**src/rtl/irq_pkg.sv**
```systemverilog
// Shared constants and per-line state type for the interrupt pending latch.
package irq_pkg;

    localparam int N_IRQ = 8;
    localparam int ID_W  = $clog2(N_IRQ);

    typedef enum logic [1:0] {
        IDLE    = 2'b00,
        PENDING = 2'b01,
        ACTIVE  = 2'b10
    } line_state_e;

endpackage

```
**src/rtl/irq_line_cell.sv**
```systemverilog
// One interrupt line: trigger detection, IDLE/PENDING/ACTIVE state and the
// relatch bit that remembers an edge seen while the line is in service.
module irq_line_cell
    import irq_pkg::*;
(
    input  logic clk,
    input  logic rst_n,
    input  logic irq_in,
    input  logic edge_mode,
    input  logic claim,
    input  logic eoi,
    output logic pending,
    output logic active
);

    line_state_e state, state_nxt;
    logic        irq_q;
    logic        relatch, relatch_nxt;
    logic        trig, edge_trig;

    always_comb begin
        trig      = edge_mode ? (irq_in & ~irq_q) : irq_in;
        edge_trig = edge_mode & trig;
    end

    always_comb begin
        state_nxt   = state;
        relatch_nxt = relatch;
        case (state)
            IDLE: begin
                if (trig) state_nxt = PENDING;
            end
            PENDING: begin
                // Triggers while pending coalesce; an edge coincident with the
                // claim is remembered so it is not lost across the service.
                if (claim) begin
                    state_nxt   = ACTIVE;
                    relatch_nxt = edge_trig;
                end
            end
            ACTIVE: begin
                if (eoi) begin
                    state_nxt   = (relatch | edge_trig) ? PENDING : IDLE;
                    relatch_nxt = 1'b0;
                end else if (edge_trig) begin
                    relatch_nxt = 1'b1;
                end
            end
            default: begin
                state_nxt   = IDLE;
                relatch_nxt = 1'b0;
            end
        endcase
    end

    always_ff @(posedge clk) begin
        if (!rst_n) begin
            state   <= IDLE;
            relatch <= 1'b0;
            irq_q   <= 1'b0;
        end else begin
            state   <= state_nxt;
            relatch <= relatch_nxt;
            irq_q   <= irq_in;
        end
    end

    assign pending = (state == PENDING);
    assign active  = (state == ACTIVE);

endmodule

```
**src/rtl/irq_pending_latch.sv**
```systemverilog
// Eight-line interrupt front-end: per-line pending/active state, mask gating
// toward the priority encoder, and claim/EOI handshake with error pulses.
module irq_pending_latch
    import irq_pkg::*;
(
    input  logic             clk,
    input  logic             rst_n,
    input  logic [N_IRQ-1:0] irq_in,
    input  logic [N_IRQ-1:0] edge_mode,
    input  logic [N_IRQ-1:0] mask,
    input  logic             claim_valid,
    input  logic [ID_W-1:0]  claim_id,
    input  logic             eoi_valid,
    input  logic [ID_W-1:0]  eoi_id,
    output logic [N_IRQ-1:0] pending,
    output logic [N_IRQ-1:0] active,
    output logic [N_IRQ-1:0] req_vec,
    output logic             req_any,
    output logic             claim_err,
    output logic             eoi_err
);

    logic [N_IRQ-1:0] claim_hit, eoi_hit;

    // Each line sees its own strobe; validity against state is judged in-cell,
    // so a bad ID simply produces no transition.
    always_comb begin
        claim_hit = claim_valid ? (N_IRQ'(1) << claim_id) : '0;
        eoi_hit   = eoi_valid   ? (N_IRQ'(1) << eoi_id)   : '0;
    end

    for (genvar i = 0; i < N_IRQ; i++) begin : g_line
        irq_line_cell u_cell (
            .clk       (clk),
            .rst_n     (rst_n),
            .irq_in    (irq_in[i]),
            .edge_mode (edge_mode[i]),
            .claim     (claim_hit[i]),
            .eoi       (eoi_hit[i]),
            .pending   (pending[i]),
            .active    (active[i])
        );
    end

    assign req_vec = pending & mask;
    assign req_any = |req_vec;

    // Errors are judged against pre-edge state, matching the cells.
    always_ff @(posedge clk) begin
        if (!rst_n) begin
            claim_err <= 1'b0;
            eoi_err   <= 1'b0;
        end else begin
            claim_err <= claim_valid & ~pending[claim_id];
            eoi_err   <= eoi_valid & ~active[eoi_id];
        end
    end

endmodule

```
**config.mk**
```make
export PLATFORM = sky130hd
export DESIGN_NAME = irq_pending_latch
export DESIGN_NICKNAME = d
export VERILOG_FILES = /design/src/rtl/irq_pkg.sv /design/src/rtl/irq_line_cell.sv /design/src/rtl/irq_pending_latch.sv
export SDC_FILE = /design/constraint.sdc
export NUM_CORES = 1
export LEC_CHECK = 0
export ABC_AREA = 1
export CORE_MARGIN = 10
export CORE_UTILIZATION = 52
export CTS_BUF_LIST = sky130_fd_sc_hd__clkbuf_2 sky130_fd_sc_hd__clkbuf_4 sky130_fd_sc_hd__clkbuf_8
export CTS_CLUSTER_DIAMETER = 30
export DETAILED_ROUTE_END_ITERATION = 8
export PLACE_DENSITY_LB_ADDON = 0.2
export SYNTH_ARGS = -nofsm -noshare
export SYNTH_HDL_FRONTEND = slang
export SYNTH_SLANG_ARGS = --single-unit
```
**constraint.sdc**
```tcl
create_clock -name clk -period 1.5 [get_ports clk]
set_clock_uncertainty 0.15 [all_clocks]
set_input_delay 0.15 -clock clk [delete_from_list [all_inputs] [get_ports clk]]
set_output_delay 0.15 -clock clk [all_outputs]
set_load 0.05 [all_outputs]
```
==> summary.txt, run 1 <==
Floorplanning
  – Row Count: 26
  – Top-Level Pins: 61
  – Initial Util: 0.5328
  – DIE HEIGHT: about 92 um
  – Die Span X: 91.88 um

CTS
  – Clock buffer depth: 2
  – CTS sink count: 34
  – H-Tree Depth: 2
  – Num CTS Buffers: 5
  – Clk root buf: clkbuf_8

Synth
  – Post-Syn Area: 2686 um^2
  – Yosys top cell area share: 0.2534
  – Mapped Cells: about 430
  – Post-synth net total: between 400 and 500
  – #FFs+latches synth: 34
  – Synth warnings: 0
  – Area leader, netlist: dfxtp_1
  – Synth top area cells: dfxtp_1 25%, nand2_1 21%, ha_1 15%
  – Count of cell types in the netlist: 20
  – Register area share after synthesis: 0.2534
  – Syn Area/Cell: 6.218 um^2

Outcome
  – Stop err: [ERROR DPL-0033] detailed placement checks failed during check placement.
  – Status: aborted with a tool error
  – Stop stage: global routing (5_1_grt)

Global route
  – Largest net degree at the start of global routing: 32
  – Initial antenna violation count: 0

Place
  – Routability-driven placement congestion ratio: approximately 0.85
  – Placed inst area: approximately 4000 um^2
  – Port bufs: 60
  – DP HPWL: a little over 6000 um

STA
  – Kind of the worst endpoint: top-level output
  – GR repair worst EP: req_any
-- logic make-up after synthesis --
group                    share of synthesized area
buffers and inverters                       0.1504
AND/OR/NAND/NOR                             0.3829
adder cells (fa/ha/maj)                     0.1490
flip-flops                                  0.2534
AO/OA/AOI/OAI                              0.06427
-- synthesized netlist by cell type --
| cell type | number |
|---|---|
| nor4_1 | 2 |
| nand3_2 | 6 |
| inv_1 | 71 |
| dfxtp_1 | 34 |
| o21ai_1 | 2 |
| clkbuf_1 | 1 |
| ha_1 | 32 |
| a21boi_0 | 2 |
| nand4_1 | 4 |
| buf_2 | 2 |
| nor2_1 | 42 |
| buf_4 | 16 |
| a21oi_2 | 2 |
| nand3_1 | 29 |
| inv_2 | 1 |
| nand2_1 | 151 |
| o21ai_0 | 3 |
| nor2_2 | 5 |
| nand3b_1 | 4 |
| a21oi_1 | 23 |
-- metrics by stage --
step / setup slack [ns] / std cells / utilization / hold slack, ns
2_1_floorplan: -0.2451 / 432 / - / 0.09345
3_3_place_gp: -0.1711 / 593 / 0.7881 / 0.2984
3_5_place_dp: -0.2647 / 593 / 0.7881 / 0.3081
4_1_cts: -0.3695 / 606 / 0.8725 / 0.2795
-- what timing repair did --
item | in CTS
pin swaps | 14
endpoints found under the setup margin | 27
hold buffers | 0
buffers inserted | 9
resized for setup | 77
==> inputs of run 2 (changes only) <==
--- a/config.mk
+++ b/config.mk
@@ -7,11 +7,9 @@
 export LEC_CHECK = 0
 export ABC_AREA = 1
 export CORE_MARGIN = 10
-export CORE_UTILIZATION = 52
-export CTS_BUF_LIST = sky130_fd_sc_hd__clkbuf_2 sky130_fd_sc_hd__clkbuf_4 sky130_fd_sc_hd__clkbuf_8
-export CTS_CLUSTER_DIAMETER = 30
+export CORE_UTILIZATION = 40
 export DETAILED_ROUTE_END_ITERATION = 8
-export PLACE_DENSITY_LB_ADDON = 0.2
+export PLACE_DENSITY_LB_ADDON = 0.15
 export SYNTH_ARGS = -nofsm -noshare
 export SYNTH_HDL_FRONTEND = slang
 export SYNTH_SLANG_ARGS = --single-unit
==> summary.txt, run 2 <==
Finish
  – Register area: 704.4 um^2
  – Nets@finish: 609
  – Commonest non-fill, non-tap cell in the layout: nand2_1
  – Most flops, register: g_line.u_cell.state
  – Fill cell count: 491
  – Diodes inserted: 0
  – Layout area overhead: 70.00%
  – Most frequent cells in the layout: 137 x nand2_1, 47 x inv_1, 43 x buf_4
  – Layout cell share with drive strength beyond 1: 0.3548
  – Area of the multi-input gates: between 1500 and 2000 um^2
  – Max FFs per register: 16
  – Core Util, Final: 0.7111
  – Largest registers: g_line.u_cell.state: 16 flops, g_line.u_cell.irq_q: 8 flops, g_line.u_cell.relatch: 8 flops

Setup path
  – Crit. End Element: output port
  – Worst Setup Start Kind: flop
  – WP data required: 1.20 ns
  – Crit Path Class: reg -> out
  – Reg-to-Reg Start: g_line[6].u_cell.state[0]
  – Reg2Reg Depth: 8
  – WP data arrival: 1.57 ns
  – Flop2flop setup slack: 0.06 ns
  – Crit-path max FO: 2
  – Reg2reg end: g_line[6].u_cell.state[1]

Detailed routing
  – WL per Instance: 12.63 um
  – Drt via density: 4.634
  – Initial drt markers: 90
  – Final WL: between 7000 and 8000 um
  – First drt pass iteration count: 5
  – Final ANT Viol Nets: 0
  – Via count: 2,878
  – DRC: 0

CTS
  – H-Tree Depth: 2 (unchanged)
  – Worst-path clk slew: 0.07 ns
  – Clk root buf: clkbuf_8
  – Worst-skew pair later-pin latency: approximately 0.29 ns
  – Clock buffer depth: 2 (unchanged)
  – Num CTS Buffers: 5 (unchanged)
  – CTS tree: done
  – CTS sink count: 34 (unchanged)

STA
  – Fmax: 533.9 MHz
  – Final setup fails: 9
  – Post-Route Setup TNS: -0.8674 ns
  – Slew @ Worst Pin: 0.2919 ns
  – Period minus WS final: 1.873 ns
  – Hold_ws: 0.2259 ns
  – Max-slew violations: 0
  – Final worst slack: -0.3731 ns
  – Final-report hold violation count: 0
  – RSZ-0062 raised after global routing: true
  – Final period util: 1.249
  – Slew HR: 0.8047

Outcome
  – Failing checks: negative setup slack
  – Status: complete, but fails checks

Min path
  – Hold depth: 4
  – Worst Hold Path EP: eoi_err
  – Hold Path Class: in -> reg
  – HP Start: eoi_id[2]

Place
  – Worst slack, placed: -0.2120 ns (+0.05271 ns)
  – Routability-driven placement congestion ratio: 0.8470 (-0.55%)
  – Port bufs: 60 (unchanged)
  – DP HPWL: 5878 um (-5.4%)

Global route
  – Grt ovf: 0
  – First-pass GRT wire length: 12,740 um
  – Vias in the first global route: 2,878
  – All-Layer GR Usage: 0.1500
  – Largest net degree at the start of global routing: 32
  – Initial antenna violation count: 0

Floorplanning
  – Core Region: 6422 um^2
  – Initial Util: 0.4183 (-0.1145)
  – Row Count: 29 (+12%)
  – Die Span X: 102.0 um (+11%)
  – DIE HEIGHT: 102.0 um (+11%)
  – Die Footprint: 10,390 um^2
  – Top-Level Pins: 61 (unchanged)

Synth
  – #FFs+latches synth: 34 (unchanged)
  – Yosys top cell area share: 0.2534 (unchanged)
  – Post-Syn Area: 2686 um^2 (unchanged)
  – Most used DFF post-synth: dfxtp_1
  – Cell with the most instances after synthesis: nand2_1
  – Register area share after synthesis: 0.2534 (unchanged)
  – Post-synth net total: 498 (unchanged)
  – Post-synth top cells: 151 x nand2_1, 71 x inv_1, 42 x nor2_1
  – Mapped Cells: 432 (unchanged)
  – Synth top area cells: dfxtp_1 25%, nand2_1 21%, ha_1 15%
  – Area leader, netlist: dfxtp_1
  – Post-synth ARST share: 0 (unchanged)
  – Syn Area/Cell: 6.218 um^2 (unchanged)
  – Post-synth EDFFs: 0 (unchanged)
  – Count of cell types in the netlist: 20 (unchanged)
  – Synth warnings: 0 (unchanged)

Pwr
  – Pwr dens: 1994 nW/um^2
  – Peak VDD IR: 0.001110 V
  – Leakage power total: 2.243 nW

Job
  – Max Cap Viol: 0
==> run 2: cell counts after synthesis <==
Identical to the previous run, type by type.
==> run 2: cell type report <==
class,instances,share of cell area
Timing Repair Buffer,123,0.3123
Tap cell,77,0.02110
Inverter,72,0.06658
Clock buffer,8,0.02411
Multi-Input combinational cell,307,0.4216
Sequential cell,34,0.1542
==> run 2: worst max path at each step <==
stage | slack [ns] | cells after the start | end | start
2_1_floorplan | -0.25 | 6 | req_any | g_line[5].u_cell.state[1]
6_report | -0.37 | 8 | req_any | g_line[5].u_cell.state[1]
5_1_grt | -0.45 | 8 | req_any | g_line[5].u_cell.state[1]
3_3_place_gp | -0.18 | 7 | req_any | mask[5]
3_5_place_dp | -0.21 | 8 | g_line[2].u_cell.state[0] | eoi_valid
4_1_cts | -0.40 | 8 | req_any | g_line[5].u_cell.state[1]
==> run 2: critical path, cell delays in order, from the launching register on <==
cell        delay [ns]
dfxtp_2           0.33
inv_2             0.05
ha_4              0.16
nand2_4           0.06
clkinvlp_4        0.08
nor4_2            0.25
buf_4             0.16
nand2_2           0.05
buf_6             0.15
==> run 2: cells by family after synthesis <==
kind of cell	after synthesis	synth area share
simple gates	243	0.3829
buf+inv	91	0.1504
flops	34	0.2534
compound gates	32	0.06427
fa+ha+maj	32	0.1490
==> run 2: per-stage QoR <==
step / instance area, um^2 / instances / total power, W
global placement: 3998 / 602 / 0.007222
finish: 4567 / 621 / 0.009107
CTS: 4372 / 614 / 0.008691
floorplan: 2774 / 432 / 0.005031
detailed placement: 3998 / 602 / 0.007314
global route: 4567 / 621 / 0.009790
==> run 2: where the power goes <==
part	internal [W]	switching, W	total [W]
clock network	0.000464	0.000351	0.000815
logic	0.00323	0.00363	0.00685
registers	0.00123	0.000206	0.00144
total	0.00492	0.00419	0.00911
==> run 2: timing repair <==
| item | CTS | global route |
|---|---|---|
| cloned | 0 | 0 |
| setup buffers | 6 | 11 |
| pin swaps | 9 | 13 |
| resized for setup | 68 | 48 |
| setup endpoints to repair | 24 | 35 |
| hold buffers | 0 | 0 |
==> run 2: routing by layer <==
| layer | up-vias | share of wire | track usage |
|---|---|---|---|
| met5 | - | 0 | 0 |
| met4 | 0 | 0.0080 | 0.03796 |
| met3 | 7 | 0.046 | 0.03711 |
| met2 | 48 | 0.52 | 0.2744 |
| met1 | 1295 | 0.43 | 0.1701 |
| li1 | 1528 | - | - |
No activity file was read; power rests on OpenSTA's default activity.
==> inputs of run 3 (changes only) <==
--- a/config.mk
+++ b/config.mk
@@ -7,7 +7,7 @@
 export LEC_CHECK = 0
 export ABC_AREA = 1
 export CORE_MARGIN = 10
-export CORE_UTILIZATION = 40
+export CORE_UTILIZATION = 50
 export DETAILED_ROUTE_END_ITERATION = 8
 export PLACE_DENSITY_LB_ADDON = 0.15
 export SYNTH_ARGS = -nofsm -noshare
==> summary.txt, run 3 (synthesis results as in run 2) <==
Pwr
  – Total power: 0.01157 W (+27%)
  – Peak VDD IR: 0.001740 V (+57%)
  – Leakage power total: 2.413 nW (+7.6%)
  – Pwr dens: 2296 nW/um^2 (+15%)

Global route
  – Grt ovf: 0 (unchanged)
  – Largest net degree at the start of global routing: 26 (-19%)
  – Vias in the first global route: 3,292 (+14%)
  – All-Layer GR Usage: 0.2093 (+0.05932)
  – First-pass GRT wire length: 15,010 um (+18%)
  – Initial antenna violation count: 0 (unchanged)

Detailed routing
  – Final ANT Viol Nets: 0 (unchanged)
  – Via count: 4,090 (+42%)
  – DRC: 0 (unchanged)
  – WL per Instance: 25.67 um (+100%)
  – Initial drt markers: 545 (+510%)
  – Drt via density: 6.544 (+41%)
  – Final WL: 16,040 um (+100%)
  – First drt pass iteration count: 7 (+2)

Setup path
  – Crit. End Element: output port
  – CP delay by family, top: buffers and inverters
  – Crit Path Class: reg -> out
  – WP data arrival: 1.82 ns (+0.25 ns)
  – Reg-to-Reg Start: g_line[7].u_cell.state[1]
  – WP data required: 1.20 ns (about the same)
  – Slowest-stage cell, CP: dfxtp_2
  – Worst Setup Start Kind: flop
  – Reg2Reg Depth: 9 (+1)
  – CP bufs+invs: 4 (unchanged)
  – Crit-path max FO: 2 (unchanged)
  – Flop2flop setup slack: -0.20 ns (-0.26 ns)
  – Reg2reg end: g_line[7].u_cell.state[0]
  – Worst path most repeated cell: nand2_4
  – CP peak stage delay: 0.39 ns (+0.06 ns)
  – CP cell instances: inv_2, ha_4, nand2_4, clkinvlp_4, nor4_4, buf_4, nand2_4, buf_8

Finish
  – Commonest non-fill, non-tap cell in the layout: nand2_1
  – Most flops, register: g_line.u_cell.state
  – Largest registers: g_line.u_cell.state: 16 flops, g_line.u_cell.irq_q: 8 flops, g_line.u_cell.relatch: 8 flops
  – Layout cell share with drive strength beyond 1: 0.4505 (+0.09567)
  – Nets@finish: 621 (+2.0%)
  – Fill cell count: 80 (-84%)
  – Core Util, Final: 0.9744 (+0.2633)
  – Area of the multi-input gates: 2281 um^2 (+18%)
  – Layout area overhead: 87.61%
  – Register area: 715.7 um^2 (+1.6%)
  – Diodes inserted: 0 (unchanged)
  – Most frequent cells in the layout: 116 x nand2_1, 46 x buf_4, 43 x inv_1
  – Max FFs per register: 16 (unchanged)

STA
  – Period minus WS final: 2.122 ns (+0.2493 ns)
  – Final worst slack: -0.6225 ns (-0.2493 ns)
  – Fmax: 471.1 MHz (-12%)
  – Slew HR: 0.7508 (-0.05387)
  – Max-slew violations: 0 (unchanged)
  – Final-report hold violation count: 0 (unchanged)
  – Slew @ Worst Pin: 0.3731 ns (+0.08127 ns)
  – Final setup fails: 43 (+34)
  – RSZ-0062 raised after global routing: true
  – Final period util: 1.415 (+0.1662)

Place
  – Port bufs: 60 (unchanged)
  – Routability-driven placement congestion ratio: 0.8724 (+3.0%)
  – DP HPWL: 6234 um (+6.1%)
  – Worst slack, placed: -0.2167 ns (-0.004718 ns)

Min path
  – Worst Hold Path EP: eoi_err
  – HP Start: eoi_id[2]
  – Hold depth: 4 (unchanged)
  – Hold Path Class: in -> reg

CTS
  – Post-cts hold buffer count: 0 (unchanged)
  – H-Tree Depth: 2 (unchanged)
  – Clk root buf: clkbuf_8
  – CTS tree: done
  – Worst-skew pair later-pin latency: 0.31 ns (+0.02 ns)
  – Num CTS Buffers: 5 (unchanged)
  – Clock buffer depth: 2 (unchanged)
  – Worst-path clk slew: 0.07 ns (about the same)
  – CTS sink count: 34 (unchanged)

Floorplanning
  – Die Span X: 93.30 um (-8.5%)
  – Top-Level Pins: 61 (unchanged)
  – Core Region: 5172 um^2 (-19%)
  – Initial Util: 0.5194 (+0.1011)
  – Row Count: 26 (-10%)
  – DIE HEIGHT: 93.30 um (-8.5%)
  – Die Footprint: 8705 um^2 (-16%)

Outcome
  – Failing checks: negative setup slack
  – Status: complete, but fails checks

Job
  – Max Cap Viol: 0 (unchanged)
==> run 3: changes by cell type in the layout (fill, tap and decap cells not counted), moves of 4 or more <==
cell,before,now
inv_1,47,43
buf_6,20,27
ha_4,15,19
dfxtp_4,2,6
nand3_1,28,19
nand3_4,1,12
nand2_1,137,116
nor2_1,39,35
nand2_2,8,20
nand2_4,6,15
==> run 3: area by class of cell <==
| type | count | area share |
|---|---|---|
| multi-input cells | 307 | 0.4526 |
| repair buffers | 135 | 0.3106 |
| flip-flops and latches | 34 | 0.1420 |
| clock buffers | 7 | 0.01514 |
| inverters | 72 | 0.06231 |
| well taps | 70 | 0.01738 |
==> run 3: stage by stage <==
| stage | hold WS (ns) | instances | area [um^2] | TNS, ns |
|---|---|---|---|---|
| global placement | 0.2998 | 593 | 3974 | -2.760 |
| detailed placement | 0.3027 | 593 | 3974 | -3.944 |
| finish | 0.2917 | 625 | 5040 | -5.436 |
| CTS | 0.2969 | 609 | 4379 | -0.9483 |
| global route | 0.2654 | 625 | 5040 | -6.399 |
| floorplan | 0.09345 | 432 | 2774 | -0.2451 |
==> run 3: timing repair <==
action / in CTS / in global routing
gates resized for setup: 76 / 149
setup buffers: 14 / 30
pin swaps: 10 / 49
setup endpoints to repair: 23 / 37
==> run 3: worst min-delay path: cells and delay by family <==
family / cells / cell delay (ns)
compound gates: 1 / 0.07
buf+inv: 2 / 0.36
simple gates: 1 / 0.11
==> run 3: worst max-delay path by stage <==
stage                                    startpoint       to  slack (ns)  cells after the start
final                     g_line[5].u_cell.state[1]  req_any       -0.62                      8
after CTS                 g_line[6].u_cell.state[1]  req_any       -0.40                      8
after global routing      g_line[5].u_cell.state[1]  req_any       -0.65                      8
after floorplan           g_line[5].u_cell.state[1]  req_any       -0.25                      6
after detailed placement                    mask[5]  req_any       -0.22                      7
after global placement                      mask[5]  req_any       -0.18                      7
==> run 3: metal layers <==
metal	track usage	part of all wire	up-vias
li1	-	-	1556
met1	0.2207	0.31	1841
met2	0.3811	0.48	502
met3	0.05436	0.12	191
met4	0.09126	0.094	0
met5	0	0	-
==> run 3: report_power, final <==
| group | total [W] | switching (W) | internal [W] | leakage (nW) |
|---|---|---|---|---|
| Clock | 0.000708 | 0.000387 | 0.000321 | 0.0383 |
| Combinational | 0.00934 | 0.00532 | 0.00402 | 2.09 |
| Sequential | 0.00153 | 0.000275 | 0.00125 | 0.288 |
==> inputs of run 4 (changes only) <==
--- a/config.mk
+++ b/config.mk
@@ -8,6 +8,7 @@
 export ABC_AREA = 1
 export CORE_MARGIN = 10
 export CORE_UTILIZATION = 50
+export CTS_BUF_LIST = sky130_fd_sc_hd__clkbuf_16
 export DETAILED_ROUTE_END_ITERATION = 8
 export PLACE_DENSITY_LB_ADDON = 0.15
 export SYNTH_ARGS = -nofsm -noshare
==> summary.txt, run 4 (synthesis results as in run 2) <==
Min path
  – Worst Hold Path EP: eoi_err
  – HP Start: eoi_id[2]
  – Hold Path Class: in -> reg
  – Hold depth: 4 (unchanged)

Setup path
  – Reg2Reg Depth: 8 (-1)
  – WP data required: 1.20 ns (about the same)
  – Reg2reg end: g_line[7].u_cell.state[0]
  – WP data arrival: 1.63 ns (-0.19 ns)
  – Flop2flop setup slack: -0.19 ns (about the same)
  – Crit. End Element: output port
  – Crit Path Class: reg -> out
  – Reg-to-Reg Start: g_line[7].u_cell.state[0]
  – Crit-path max FO: 2 (unchanged)
  – Worst Setup Start Kind: flop

STA
  – Final period util: 1.289 (-0.1261)
  – Final worst slack: -0.4334 ns (+0.1891 ns)
  – RSZ-0062 raised after global routing: true
  – Period minus WS final: 1.933 ns (-0.1891 ns)
  – Fmax: 517.2 MHz (+9.8%)
  – Max-slew violations: 0 (unchanged)
  – Final setup fails: 38 (-12%)
  – Final-report hold violation count: 0 (unchanged)
  – Slew @ Worst Pin: 0.4303 ns (+0.05714 ns)
  – Slew HR: 0.7121 (-0.03875)

Finish
  – Post-route insts no fill: 619 (-0.96%)
  – Post-route cell area: 4893 um^2 (-2.9%)
  – Most flops, register: g_line.u_cell.state
  – Layout cell share with drive strength beyond 1: 0.4189 (-0.03151)
  – Largest registers: g_line.u_cell.state: 16 flops, g_line.u_cell.irq_q: 8 flops, g_line.u_cell.relatch: 8 flops
  – Layout area overhead: 82.16%
  – Most frequent cells in the layout: 125 x nand2_1, 47 x inv_1, 46 x buf_4
  – Diodes inserted: 0 (unchanged)
  – Commonest non-fill, non-tap cell in the layout: nand2_1
  – Max FFs per register: 16 (unchanged)
  – Nets@finish: 615 (-0.97%)

Floorplanning
  – Die Span X: 93.30 um (unchanged)
  – Top-Level Pins: 61 (unchanged)
  – Die Footprint: 8705 um^2 (unchanged)
  – Initial Util: 0.5194 (unchanged)
  – DIE HEIGHT: 93.30 um (unchanged)
  – Row Count: 26 (unchanged)
  – Core Region: 5172 um^2 (unchanged)

Place
  – Port bufs: 60 (unchanged)
  – Routability-driven placement congestion ratio: 0.8724 (unchanged)
  – Placed inst area: 3974 um^2 (unchanged)
  – Cells after DPL: 593 (unchanged)
  – DP HPWL: 6234 um (unchanged)
  – Worst slack, placed: -0.2167 ns (unchanged)

CTS
  – Post-cts hold buffer count: 0 (unchanged)
  – Clock buffer depth: 2 (unchanged)
  – Worst-path clk slew: 0.05 ns (-0.02 ns)
  – Clk root buf: clkbuf_16
  – Worst-skew pair later-pin latency: 0.29 ns (-0.02 ns)
  – CTS tree: done
  – Num CTS Buffers: 5 (unchanged)
  – H-Tree Depth: 2 (unchanged)
  – CTS sink count: 34 (unchanged)

Pwr
  – Pwr dens: 2313 nW/um^2 (+0.74%)
  – Leakage power total: 2.372 nW (-1.7%)
  – Total power: 0.01132 W (-2.2%)
  – Peak VDD IR: 0.001605 V (-7.8%)

Detailed routing
  – DRC: 0 (unchanged)
  – Via count: 3,861 (-5.6%)
  – WL per Instance: 24.57 um (-4.3%)
  – Final ANT Viol Nets: 0 (unchanged)
  – Drt via density: 6.237 (-4.7%)
  – First drt pass iteration count: 7 (unchanged)
  – Initial drt markers: 595 (+9.2%)
  – Final WL: 15,210 um (-5.2%)

Global route
  – Initial antenna violation count: 1 (+1)
  – Largest net degree at the start of global routing: 26 (unchanged)
  – First-pass GRT wire length: 15,000 um (about the same)
  – Vias in the first global route: 3,156 (-4.1%)
  – Grt ovf: 0 (unchanged)
  – All-Layer GR Usage: 0.2109 (+0.001577)

Outcome
  – Status: complete, but fails checks
  – Failing checks: negative setup slack

Job
  – Max Cap Viol: 0 (unchanged)
run 4: timing repair:
action,in CTS,in global routing
pin swaps,11,37
setup buffers,11,20
gates resized for setup,71,111
setup endpoints to repair,21,40
run 4: worst max-delay path: stages, from the launching register on:
cell        delay [ns]
dfxtp_2           0.33
inv_2             0.05
ha_4              0.17
nand2_4           0.07
clkinvlp_4        0.12
nor4_4            0.36
nand2_4           0.08
buf_8             0.15
run 4: final cells by class:
class | instances | area (um^2)
multi-input combinational | 307 | 2161
timing repair buffer | 129 | 1498
sequential | 34 | 710.7
inverter | 72 | 304.0
fill | 144 | 279.0
clock buffer | 5 | 125.1
tap | 70 | 87.58
clock inverter | 2 | 7.507
run 4: per-layer routing:
metal / routed length (um) / vias to the layer above / GRT usage
li1: - / 1550 / -
met1: 5002 / 1735 / 0.2261
met2: 6977 / 402 / 0.3886
met3: 1755 / 172 / 0.05356
met4: 1465 / 2 / 0.07326
met5: 9 / - / 0
run 4: how the worst max path moves through the flow:
| stage | from | to | slack (ns) | cells after the start |
|---|---|---|---|---|
| 3_5_place_dp | mask[5] | req_any | -0.22 | 7 |
| 6_report | g_line[1].u_cell.state[1] | req_any | -0.43 | 7 |
| 5_1_grt | g_line[1].u_cell.state[1] | req_any | -0.53 | 7 |
| 3_3_place_gp | mask[5] | req_any | -0.18 | 7 |
| 4_1_cts | g_line[6].u_cell.state[1] | req_any | -0.39 | 8 |
| 2_1_floorplan | g_line[5].u_cell.state[1] | req_any | -0.25 | 6 |
run 4: power breakdown:
group          switching [W]  total, W  internal, W
Clock               0.000408   0.00100     0.000594
Combinational        0.00503   0.00880      0.00377
Sequential          0.000270   0.00151      0.00124
Total                0.00571    0.0113      0.00561
run 4: per-stage QoR:
step           hold WS (ns)  TNS, ns  utilization
2_1_floorplan       0.09345  -0.2451            -
3_3_place_gp         0.2998   -2.760       0.7683
3_5_place_dp         0.3027   -3.944       0.7683
4_1_cts              0.3081  -0.9182       0.8546
5_1_grt              0.2879   -5.559       0.9461
6_report             0.3049   -3.970       0.9461
